**config.mk**
```make
export PLATFORM = sky130hd
export DESIGN_NAME = word_serializer
export DESIGN_NICKNAME = d
export VERILOG_FILES = /design/src/rtl/word_serializer.sv
export SDC_FILE = /design/constraint.sdc
export NUM_CORES = 1
export LEC_CHECK = 0
export ABC_CLOCK_PERIOD_IN_PS = 1900
export CELL_PAD_IN_SITES_DETAIL_PLACEMENT = 0
export CELL_PAD_IN_SITES_GLOBAL_PLACEMENT = 1
export CORE_MARGIN = 5
export CORE_UTILIZATION = 37
export CTS_CLUSTER_DIAMETER = 150
export DETAILED_ROUTE_END_ITERATION = 12
export PLACE_DENSITY_LB_ADDON = 0.15
export SYNTH_ARGS = -nofsm -noshare
export SYNTH_HDL_FRONTEND = slang
export SYNTH_SLANG_ARGS = --single-unit
```
**constraint.sdc**
```tcl
create_clock -name clk -period 1.9 [get_ports clk]
set_input_delay 0.38 -clock clk [delete_from_list [all_inputs] [get_ports clk]]
set_output_delay 0.38 -clock clk [all_outputs]
set_load 0.01 [all_outputs]
```
**src/rtl/word_serializer.sv**
```systemverilog
// Parallel-to-serial shifter: takes one word per valid/ready handshake and
// streams it out one bit per enabled clock, with frame-start/frame-end markers.
module word_serializer #(
    parameter int WIDTH     = 32,
    parameter bit LSB_FIRST = 1'b0
) (
    input  logic             clk,
    input  logic             reset,
    input  logic [WIDTH-1:0] din,
    input  logic             load_valid,
    output logic             load_ready,
    input  logic             shift_en,
    output logic             sout,
    output logic             sout_valid,
    output logic             frame_start,
    output logic             frame_end,
    output logic             busy
);

    // Handshake: a word transfers on a rising edge where load_valid && load_ready.
    // load_ready never depends on load_valid; upstream holds din/load_valid until then.
    localparam int CW = (WIDTH > 2) ? $clog2(WIDTH) : 1;
    localparam logic [CW-1:0] LAST = CW'(WIDTH - 1);

    typedef enum logic {
        S_IDLE  = 1'b0,
        S_SHIFT = 1'b1
    } state_t;

    state_t           r_state;
    state_t           w_state_nxt;
    logic [WIDTH-1:0] r_shreg;
    logic [WIDTH-1:0] w_shreg_nxt;
    logic [WIDTH-1:0] w_shifted;
    logic [CW-1:0]    r_cnt;
    logic [CW-1:0]    w_cnt_nxt;
    logic             w_last;
    logic             w_out_bit;

    assign w_last    = (r_cnt == LAST);
    assign w_shifted = LSB_FIRST ? (r_shreg >> 1) : (r_shreg << 1);
    assign w_out_bit = LSB_FIRST ? r_shreg[0] : r_shreg[WIDTH-1];

    always_ff @(posedge clk or negedge reset) begin
        if (!reset) begin
            r_state <= S_IDLE;
            r_shreg <= '0;
            r_cnt   <= '0;
        end else begin
            r_state <= w_state_nxt;
            r_shreg <= w_shreg_nxt;
            r_cnt   <= w_cnt_nxt;
        end
    end

    always_comb begin
        w_state_nxt = r_state;
        w_shreg_nxt = r_shreg;
        w_cnt_nxt   = r_cnt;
        load_ready  = 1'b0;
        case (r_state)
            S_IDLE: begin
                load_ready = 1'b1;
                if (load_valid) begin
                    w_shreg_nxt = din;
                    w_cnt_nxt   = '0;
                    w_state_nxt = S_SHIFT;
                end
            end
            S_SHIFT: begin
                // The next word is taken during the last bit so words stream gap-free.
                load_ready = w_last && shift_en;
                if (shift_en) begin
                    w_shreg_nxt = w_shifted;
                    w_cnt_nxt   = r_cnt + 1'b1;
                    if (w_last) begin
                        w_cnt_nxt = '0;
                        if (load_valid) begin
                            w_shreg_nxt = din;
                            w_state_nxt = S_SHIFT;
                        end else begin
                            w_state_nxt = S_IDLE;
                        end
                    end
                end
            end
            default: w_state_nxt = S_IDLE;
        endcase
    end

    // busy doubles as the visible FSM state (1 = SHIFT).
    assign busy        = (r_state == S_SHIFT);
    assign sout        = busy && w_out_bit;
    assign sout_valid  = busy && shift_en;
    assign frame_start = sout_valid && (r_cnt == '0);
    assign frame_end   = sout_valid && w_last;

endmodule

```
==> results of run 1 <==
==> stage by stage <==
stage,setup TNS (ns),std cells,setup WS [ns],hold slack (ns)
after floorplan,0,216,0.206,0.0844
after global placement,-1.20,327,-0.269,0.354
after detailed placement,-1.63,327,-0.234,0.353
after CTS,0,333,0.00386,0.0400
after global routing,-0.0186,334,-0.0186,0.0495
final,0,334,0.0380,0.0341
==> critical path: stages (launching register included) <==
cell and delay [ns]:
dfrtp_1 0.38, ha_2 0.19, and3_4 0.19, ha_4 0.16
and3_4 0.16, buf_6 0.11
==> what timing repair did <==
action | in CTS | in global routing
endpoints found under the setup margin | 21 | 5
resized for setup | 19 | 5
setup buffers | 0 | 1
pin swaps | 0 | 1
hold endpoints to repair | 0 | 0
==> power groups by stage <==
| stage | clock, mW | combinational [mW] | sequential, mW |
|---|---|---|---|
| 6_report | 0.535 | 0.526 | 1.10 |
| 5_1_grt | 0.596 | 0.600 | 1.12 |
| 4_1_cts | 0.563 | 0.523 | 1.09 |
| 3_5_place_dp | 0 | 0.522 | 1.10 |
| 3_3_place_gp | 0 | 0.514 | 1.10 |
| 2_1_floorplan | 0 | 0.288 | 1.09 |
==> routing by layer <==
layer	up-vias	routed length, um	part of all wire, %
li1	823	-	-
met1	754	1990	46
met2	31	2050	48
met3	6	207	4.8
met4	0	52	1.2
met5	-	0	0
==> cells by family after synthesis <==
| family | after synthesis | share of synthesized area [%] |
|---|---|---|
| and+or+nand+nor | 79 | 16.9 |
| AOI/OAI and AO/OA | 73 | 21.0 |
| DFF | 38 | 50.1 |
| buffers and inverters | 19 | 6.79 |
| adders and majority gates | 4 | 2.64 |
| muxes | 3 | 2.51 |
==> worst max-delay path by stage <==
stage,startpoint,to,slack [ns],cells after the start
2_1_floorplan,r_cnt[0]$_DFFE_PN0P_,r_cnt[3]$_DFFE_PN0P_,0.21,7
3_3_place_gp,shift_en,frame_start,-0.27,4
3_5_place_dp,shift_en,frame_start,-0.23,4
4_1_cts,busy$_DFF_PN0_,sout,0.004,3
5_1_grt,r_cnt[1]$_DFFE_PN0P_,frame_end,-0.02,5
6_report,r_cnt[1]$_DFFE_PN0P_,frame_end,0.04,5
==> state kept, by name, summed over array words and instances, names as in the netlist <==
name     cells
r_cnt        5
busy         1
r_shreg     32
==> cell usage in the layout (no fill, tap or decap) <==
cell type / instances
a21oi_1: 63
nand2_1: 39
dfrtp_1: 38
clkdlybuf4s50_1: 35
nor2_1: 31
buf_4: 11
clkbuf_8: 6
buf_12: 5
inv_1: 3
buf_2: 3
and3_4: 2
nand2b_1: 2
o21ai_1: 2
ha_1: 2
buf_6: 2
nor4_2: 1
and2_1: 1
a21o_1: 1
nand3_1: 1
and3b_1: 1
mux2_4: 1
a41oi_1: 1
a31oi_1: 1
a31oi_2: 1
a21bo_4: 1
a21boi_2: 1
mux2i_4: 1
a22o_1: 1
mux2i_1: 1
nand4_1: 1
o221ai_1: 1
ha_2: 1
ha_4: 1
dlymetal6s2s_1: 1
dlygate4sd2_1: 1
==> area by class of cell <==
type                       count  share of cell area [%]
sequential                    38                    36.9
multi-input combinational    159                    33.1
timing repair buffer          58                    23.0
tap                           70                    3.40
clock buffer                   6                    3.20
inverter                       3                   0.437
==> flow_summary.yaml, run 1 <==
status:
  status: "complete, no violations"
critical_path:
  crit_required_ns: 1.52
  cp-end-kind: "primary output"
  r2r_start: "r_cnt[1]$_DFFE_PN0P_"
  cp-start-kind: "flop"
  r2r_end: "r_shreg[19]$_DFFE_PN0P_"
  critical_path_class: "reg2out"
  reg2regPathDepth: 8
  crit_path_max_fanout: 3
  arrival_ns: 1.48
  rrSetupSlack_ns: 0.14
power:
  p_leak_nw: 0.988
  clockPowerShare_pct: 24.7
  power.total_mw: 2.16
  internal_power_mw: 1.56
  switchingPower_mw: 0.599
  swShare_pct: 27.7
  peakVddDrop_uv: 456
  power_frac_seq_pct: 50.9
  pwr-share-comb_pct: 24.3
  power.density_nw_per_um2: 838
clock_tree:
  cts_buffers: 5
  cts_tree: "built"
  cts_hold_buf: 0
  clockBufferDepth: 2
  path_clk_slew_ns: 0.07
  clk-insertion-delay-late_ns: 0.28
  h-tree-depth: 2
  clkSinkCount: 38
  cts_root_buffer: "clkbuf_8"
synth:
  synth_nets: 256
  ys.flop_type: "dfrtp_1"
  synth_area_leaders: "dfrtp_1 50%, a21oi_1 17%, nand2_1 7.7%"
  synthCells: 216
  syn_area_sq_um: 1900
  ys_ff_latch: 38
  ys_seq_area_share_pct: 50.1
  synth_enable_flop_cells: 0
  synthArstFlopShare_pct: 100
  yosysWarnings: 0
  syn-mean-instance-area_sq_um: 8.78
  yosysUniqueCellTypes: 29
  synth_top_area_share_pct: 50.1
  post-synth-top-count-cell: "a21oi_1"
  synth_common_cells: "63 x a21oi_1, 39 x nand2_1, 38 x dfrtp_1, 31 x nor2_1, 7 x buf_2"
  synth_top_area_cell: "dfrtp_1"
floorplan:
  fp.dieArea_sq_um: 6660
  pin_count: 42
  start_util_pct: 37.6
  die_w_um: 81.6
  rows: 26
  die_height_um: 81.6
  design.core.area_sq_um: 5040
global_routing:
  grt_max_degree: 32
  grt_overflow_total: 0
  grt_pass1_vias: 1598
  grtUsageTotal_pct: 14.3
  gr-usage-met1_pct: 18.4
  antenna_found_initial: 0
  use_met2_pct: 23.5
  busiest_layer: "met2"
  grt_pass1_wl_um: 7390
  met3_usage_pct: 3.62
final_layout:
  stdcell_area_sq_um: 2580
  register_area_sq_um: 951
  syn2layout_area_growth_pct: 35.9
  multi_input_area_sq_um: 855
  final_util_pct: 51.1
  diodes: 0
  final_nets: 305
  fillCellCount: 514
  drive_above_1_share_pct: 14.0
timing:
  clock_skew_ns: 0.00153
  setup_viol: 0
  fin_crit_sh_pct: 98.0
  max_freq_ghz: 0.537
  hold_viol: 0
  drv_slew: 0
  slew_headroom_pct: 70.4
  worst_pin_slew_ns: 0.444
  finalCriticalPeriod_ns: 1.86
route:
  ant_nets: 0
  vias: 1614
  vias_per_cell: 4.83
  drt_iter0_drc: 56
  routedWlPerCell_um: 12.9
  wl_um: 4300
  drtPass1Iterations: 4
  post-route-drc-count: 0
placement:
  dp_hpwl_um: 3000
  gp_congestion: 0.734
  place_area_sq_um: 2450
  io_buffers: 41
min_path:
  hold_path.class: "in2async"
run:
  drv_cap: 0
Note: power is estimated with default switching activity, not from simulation.
==> run 2: changes to the inputs <==
- CORE_MARGIN: 5 -> 4
==> flow_summary.yaml, run 2 (synthesis gave the netlist of run 1 again) <==
placement:
  post-place-ws_ns: -0.252
  dp_hpwl_um: 2910
  io_buffers: 41
  gp_congestion: 0.750
  place_area_sq_um: 2480
  place_inst: 326
route:
  ant_nets: 0
  vias: 1616
  post-route-drc-count: 0
  vias_per_cell: 4.80
  wl_um: 4300
  routedWlPerCell_um: 12.8
  drt_iter0_drc: 69
  drtPass1Iterations: 4
clock_tree:
  path_clk_slew_ns: 0.08
  h-tree-depth: 2
  cts_hold_buf: 0
  clockBufferDepth: 2
  clk-insertion-delay-late_ns: 0.29
  cts_root_buffer: "clkbuf_8"
  cts_tree: "built"
  cts_buffers: 5
  clkSinkCount: 38
global_routing:
  grt_pass1_wl_um: 7090
  grt_max_degree: 32
  grtUsageTotal_pct: 14.2
  grt_overflow_total: 0
  antenna_found_initial: 0
  grt_pass1_vias: 1496
floorplan:
  pin_count: 42
  die_height_um: 79.6
  design.core.area_sq_um: 4850
  start_util_pct: 39.1
  die_w_um: 79.6
  fp.dieArea_sq_um: 6340
  rows: 25
timing:
  slew_headroom_pct: 67.7
  rsz0062_at_grt: "true"
  finalCriticalPeriod_ns: 1.87
  setup_viol: 0
  fin_crit_sh_pct: 98.5
  worst_pin_slew_ns: 0.485
  clock_skew_ns: 0.00722
  setup_slack_ns: 0.0291
  hold_viol: 0
  max_freq_ghz: 0.535
  drv_slew: 0
min_path:
  hold_path.class: "in2async"
final_layout:
  finalNonFillerCells: 337
  fillCellCount: 475
  diodes: 0
  final_nets: 310
  drive_above_1_share_pct: 15.2
  final_util_pct: 53.7
  largest_register_ffs: 32
  final_cell_mix: "63 x a21oi_1, 39 x nand2_1, 38 x dfrtp_1"
  syn2layout_area_growth_pct: 37.1
  stdcell_area_sq_um: 2600
  final_common_cell: "a21oi_1"
  top_register: "r_shreg"
power:
  power.density_nw_per_um2: 829
  pwr-share-comb_pct: 25.0
  swShare_pct: 28.6
  peakVddDrop_uv: 438
  power.total_mw: 2.16
  internal_power_mw: 1.54
  clockPowerShare_pct: 24.2
  power_frac_seq_pct: 50.8
  p_leak_nw: 1.02
  switchingPower_mw: 0.617
critical_path:
  crit_path_max_fanout: 3
  cp-start-kind: "flop"
  crit_required_ns: 1.52
  arrival_ns: 1.49
  cp-end-kind: "primary output"
  critical_path_class: "reg2out"
status:
  status: "complete, no violations"
run:
  drv_cap: 0
run 2: worst max-delay path: stages (launching register included):
cell and delay, ns:
dfrtp_1 0.39, ha_2 0.19, and3_4 0.19, ha_4 0.16, and3_1 0.15, buf_2 0.13
run 2: cell type report:
| cell class | instances | area [sq um] | share of cell area, % |
|---|---|---|---|
| clock buffer | 5 | 68.8 | 2.65 |
| clock inverter | 2 | 10.0 | 0.385 |
| inverter | 3 | 11.3 | 0.433 |
| multi-input combinational | 159 | 843 | 32.4 |
| sequential | 38 | 951 | 36.6 |
| tap | 67 | 83.8 | 3.22 |
| timing repair buffer | 63 | 633 | 24.3 |
run 2: timing repair:
action / in CTS / in global routing
pin swaps: 1 / 0
buffers inserted: 0 / 4
resized for setup: 19 / 1
setup endpoints to repair: 27 / 2
run 2: path summary, 6_finish.rpt:
| check | startpoint | end | slack, ns | depth (start not counted) |
|---|---|---|---|---|
| max | r_cnt[1]$_DFFE_PN0P_ | frame_end | 0.03 | 5 |
| min | reset | r_shreg[31]$_DFFE_PN0P_ | 0.05 | 1 |
| max reg2reg | r_cnt[1]$_DFFE_PN0P_ | r_shreg[1]$_DFFE_PN0P_ | 0.14 | 8 |
| min reg2reg | r_cnt[3]$_DFFE_PN0P_ | r_cnt[3]$_DFFE_PN0P_ | 0.52 | 1 |
| max in group asynchronous | reset | r_shreg[30]$_DFFE_PN0P_ | 1.38 | 2 |
| min in group clk | r_cnt[3]$_DFFE_PN0P_ | r_cnt[3]$_DFFE_PN0P_ | 0.52 | 1 |
run 2: through the flow:
stage                     TNS, ns  hold WS (ns)
after global routing      -0.0258        0.0705
after detailed placement   -0.919         0.374
after global placement     -0.640         0.369
after floorplan                 0        0.0844
after CTS                       0        0.0522
final                           0        0.0489
run 2: power groups by stage:
stage / Clock (mW) / Sequential [mW] / Combinational, mW
after floorplan: 0 / 1.09 / 0.288
after global placement: 0 / 1.10 / 0.533
after detailed placement: 0 / 1.10 / 0.541
after CTS: 0.550 / 1.09 / 0.543
after global routing: 0.576 / 1.12 / 0.610
final: 0.521 / 1.10 / 0.539
run 2: per-layer routing:
metal	GRT usage [%]	up-vias	routed length (um)
li1	-	831	-
met1	19.9	737	2190
met2	21.2	42	1820
met3	3.95	6	242
met4	4.12	0	48
met5	0	-	0
==> run 3: changes to the inputs <==
- REMOVE_ABC_BUFFERS: default -> 1
==> flow_summary.yaml, run 3 (synthesis gave the netlist of run 1 again) <==
run:
  drv_cap: 0
floorplan:
  die_height_um: 79.6
  pin_count: 42
  rows: 25
  start_util_pct: 39.1
  die_w_um: 79.6
  design.core.area_sq_um: 4850
  fp.dieArea_sq_um: 6340
global_routing:
  grtUsageTotal_pct: 14.1
  grt_overflow_total: 0
  grt_pass1_wl_um: 6910
  antenna_found_initial: 0
  grt_max_degree: 36
  grt_pass1_vias: 1476
final_layout:
  final_nets: 304
  diodes: 0
  final_cell_mix: "63 x a21oi_1, 38 x nand2_1, 38 x dfrtp_1"
  multi_input_area_sq_um: 860
  top_register: "r_shreg"
  final_util_pct: 52.6
  syn2layout_area_growth_pct: 34.4
  largest_register_ffs: 32
  register_area_sq_um: 951
  fillCellCount: 474
  drive_above_1_share_pct: 15.5
  final_common_cell: "a21oi_1"
route:
  ant_nets: 0
  vias: 1643
  routedWlPerCell_um: 12.9
  drt_iter0_drc: 73
  vias_per_cell: 4.95
  wl_um: 4280
  post-route-drc-count: 0
  drtPass1Iterations: 4
timing:
  fin_hold_ws_ns: 0.0658
  rsz0062_at_grt: "true"
  clock_skew_ns: 0.00410
  setup_slack_ns: 0.0289
  drv_slew: 0
  fin_crit_sh_pct: 98.5
  max_freq_ghz: 0.534
  finalCriticalPeriod_ns: 1.87
  slew_headroom_pct: 63.5
  hold_viol: 0
  setup_viol: 0
  worst_pin_slew_ns: 0.547
power:
  power.density_nw_per_um2: 855
  p_leak_nw: 0.972
  peakVddDrop_uv: 449
  power.total_mw: 2.18
placement:
  dp_hpwl_um: 2780
  io_buffers: 41
  gp_congestion: 0.745
  post-place-ws_ns: -0.249
critical_path:
  r2r_end: "r_shreg[18]$_DFFE_PN0P_"
  reg2regPathDepth: 8
  rrSetupSlack_ns: 0.12
  cp-start-kind: "flop"
  crit_required_ns: 1.52
  arrival_ns: 1.49
  r2r_start: "r_cnt[1]$_DFFE_PN0P_"
  cp-end-kind: "primary output"
  critical_path_class: "reg2out"
  crit_path_max_fanout: 3
clock_tree:
  path_clk_slew_ns: 0.07
  cts_tree: "built"
  clk-insertion-delay-late_ns: 0.29
  cts_root_buffer: "clkbuf_8"
  h-tree-depth: 2
  cts_buffers: 5
  clockBufferDepth: 2
  clkSinkCount: 38
min_path:
  hold_path.class: "in2async"
status:
  status: "complete, no violations"
[run 3: cell types whose count changed in the layout (fill, tap and decap cells not counted), moves of 2 or more]
cell,previous run,this run
inv_1,3,1
buf_6,1,4
buf_12,6,2
inv_2,0,2
buf_4,15,11
[run 3: worst max-delay path: stages (launching register included)]
cell and delay, ns:
dfrtp_1 0.39, ha_2 0.20, and3_4 0.19, ha_4 0.17, and3_4 0.15, buf_6 0.11
[run 3: cell type report]
type,instances,share of cell area [%]
inverters,3,0.442
repair buffers,57,21.6
clock inverters,1,0.196
well taps,67,3.29
multi-input cells,159,33.7
flip-flops and latches,38,37.3
clock buffers,7,3.39
[run 3: worst max path at each step]
stage,start,endpoint,cells after the start
floorplan,r_cnt[0]$_DFFE_PN0P_,r_shreg[10]$_DFFE_PN0P_,6
global placement,shift_en,frame_start,4
detailed placement,shift_en,frame_start,4
CTS,r_cnt[0]$_DFFE_PN0P_,frame_end,5
global route,r_cnt[1]$_DFFE_PN0P_,frame_end,5
finish,r_cnt[1]$_DFFE_PN0P_,frame_end,5
[run 3: routing by layer]
metal  track usage (%)  wire (um)  share of wire [%]  vias to the layer above
met5                 0          0                  0                        -
met4              4.64         51                1.2                        0
met3              5.08        298                7.0                        7
met2              22.1       1900                 45                       45
met1              17.9       2020                 47                      765
li1                  -          -                  -                      826
[run 3: where the power goes]
group	leakage, nW	internal, mW	total [mW]	switching, mW
logic	0.531	0.283	0.509	0.226
registers	0.393	0.983	1.10	0.113
clock network	0.0482	0.293	0.573	0.280
[run 3: repair_timing]
| action | in CTS | in global routing |
|---|---|---|
| endpoints found under the setup margin | 35 | 7 |
| pin swaps | 0 | 2 |
| buffers inserted | 0 | 2 |
| gates resized for setup | 18 | 11 |
| hold buffers | 0 | 0 |
[run 3: per-stage QoR]
step / cells / cell area (sq um) / setup TNS, ns
final: 332 / 2550 / 0
after floorplan: 200 / 1780 / -5.74
after global routing: 332 / 2550 / -0.0930
after global placement: 322 / 2400 / -1.02
after CTS: 330 / 2490 / -0.00341
after detailed placement: 322 / 2400 / -1.31
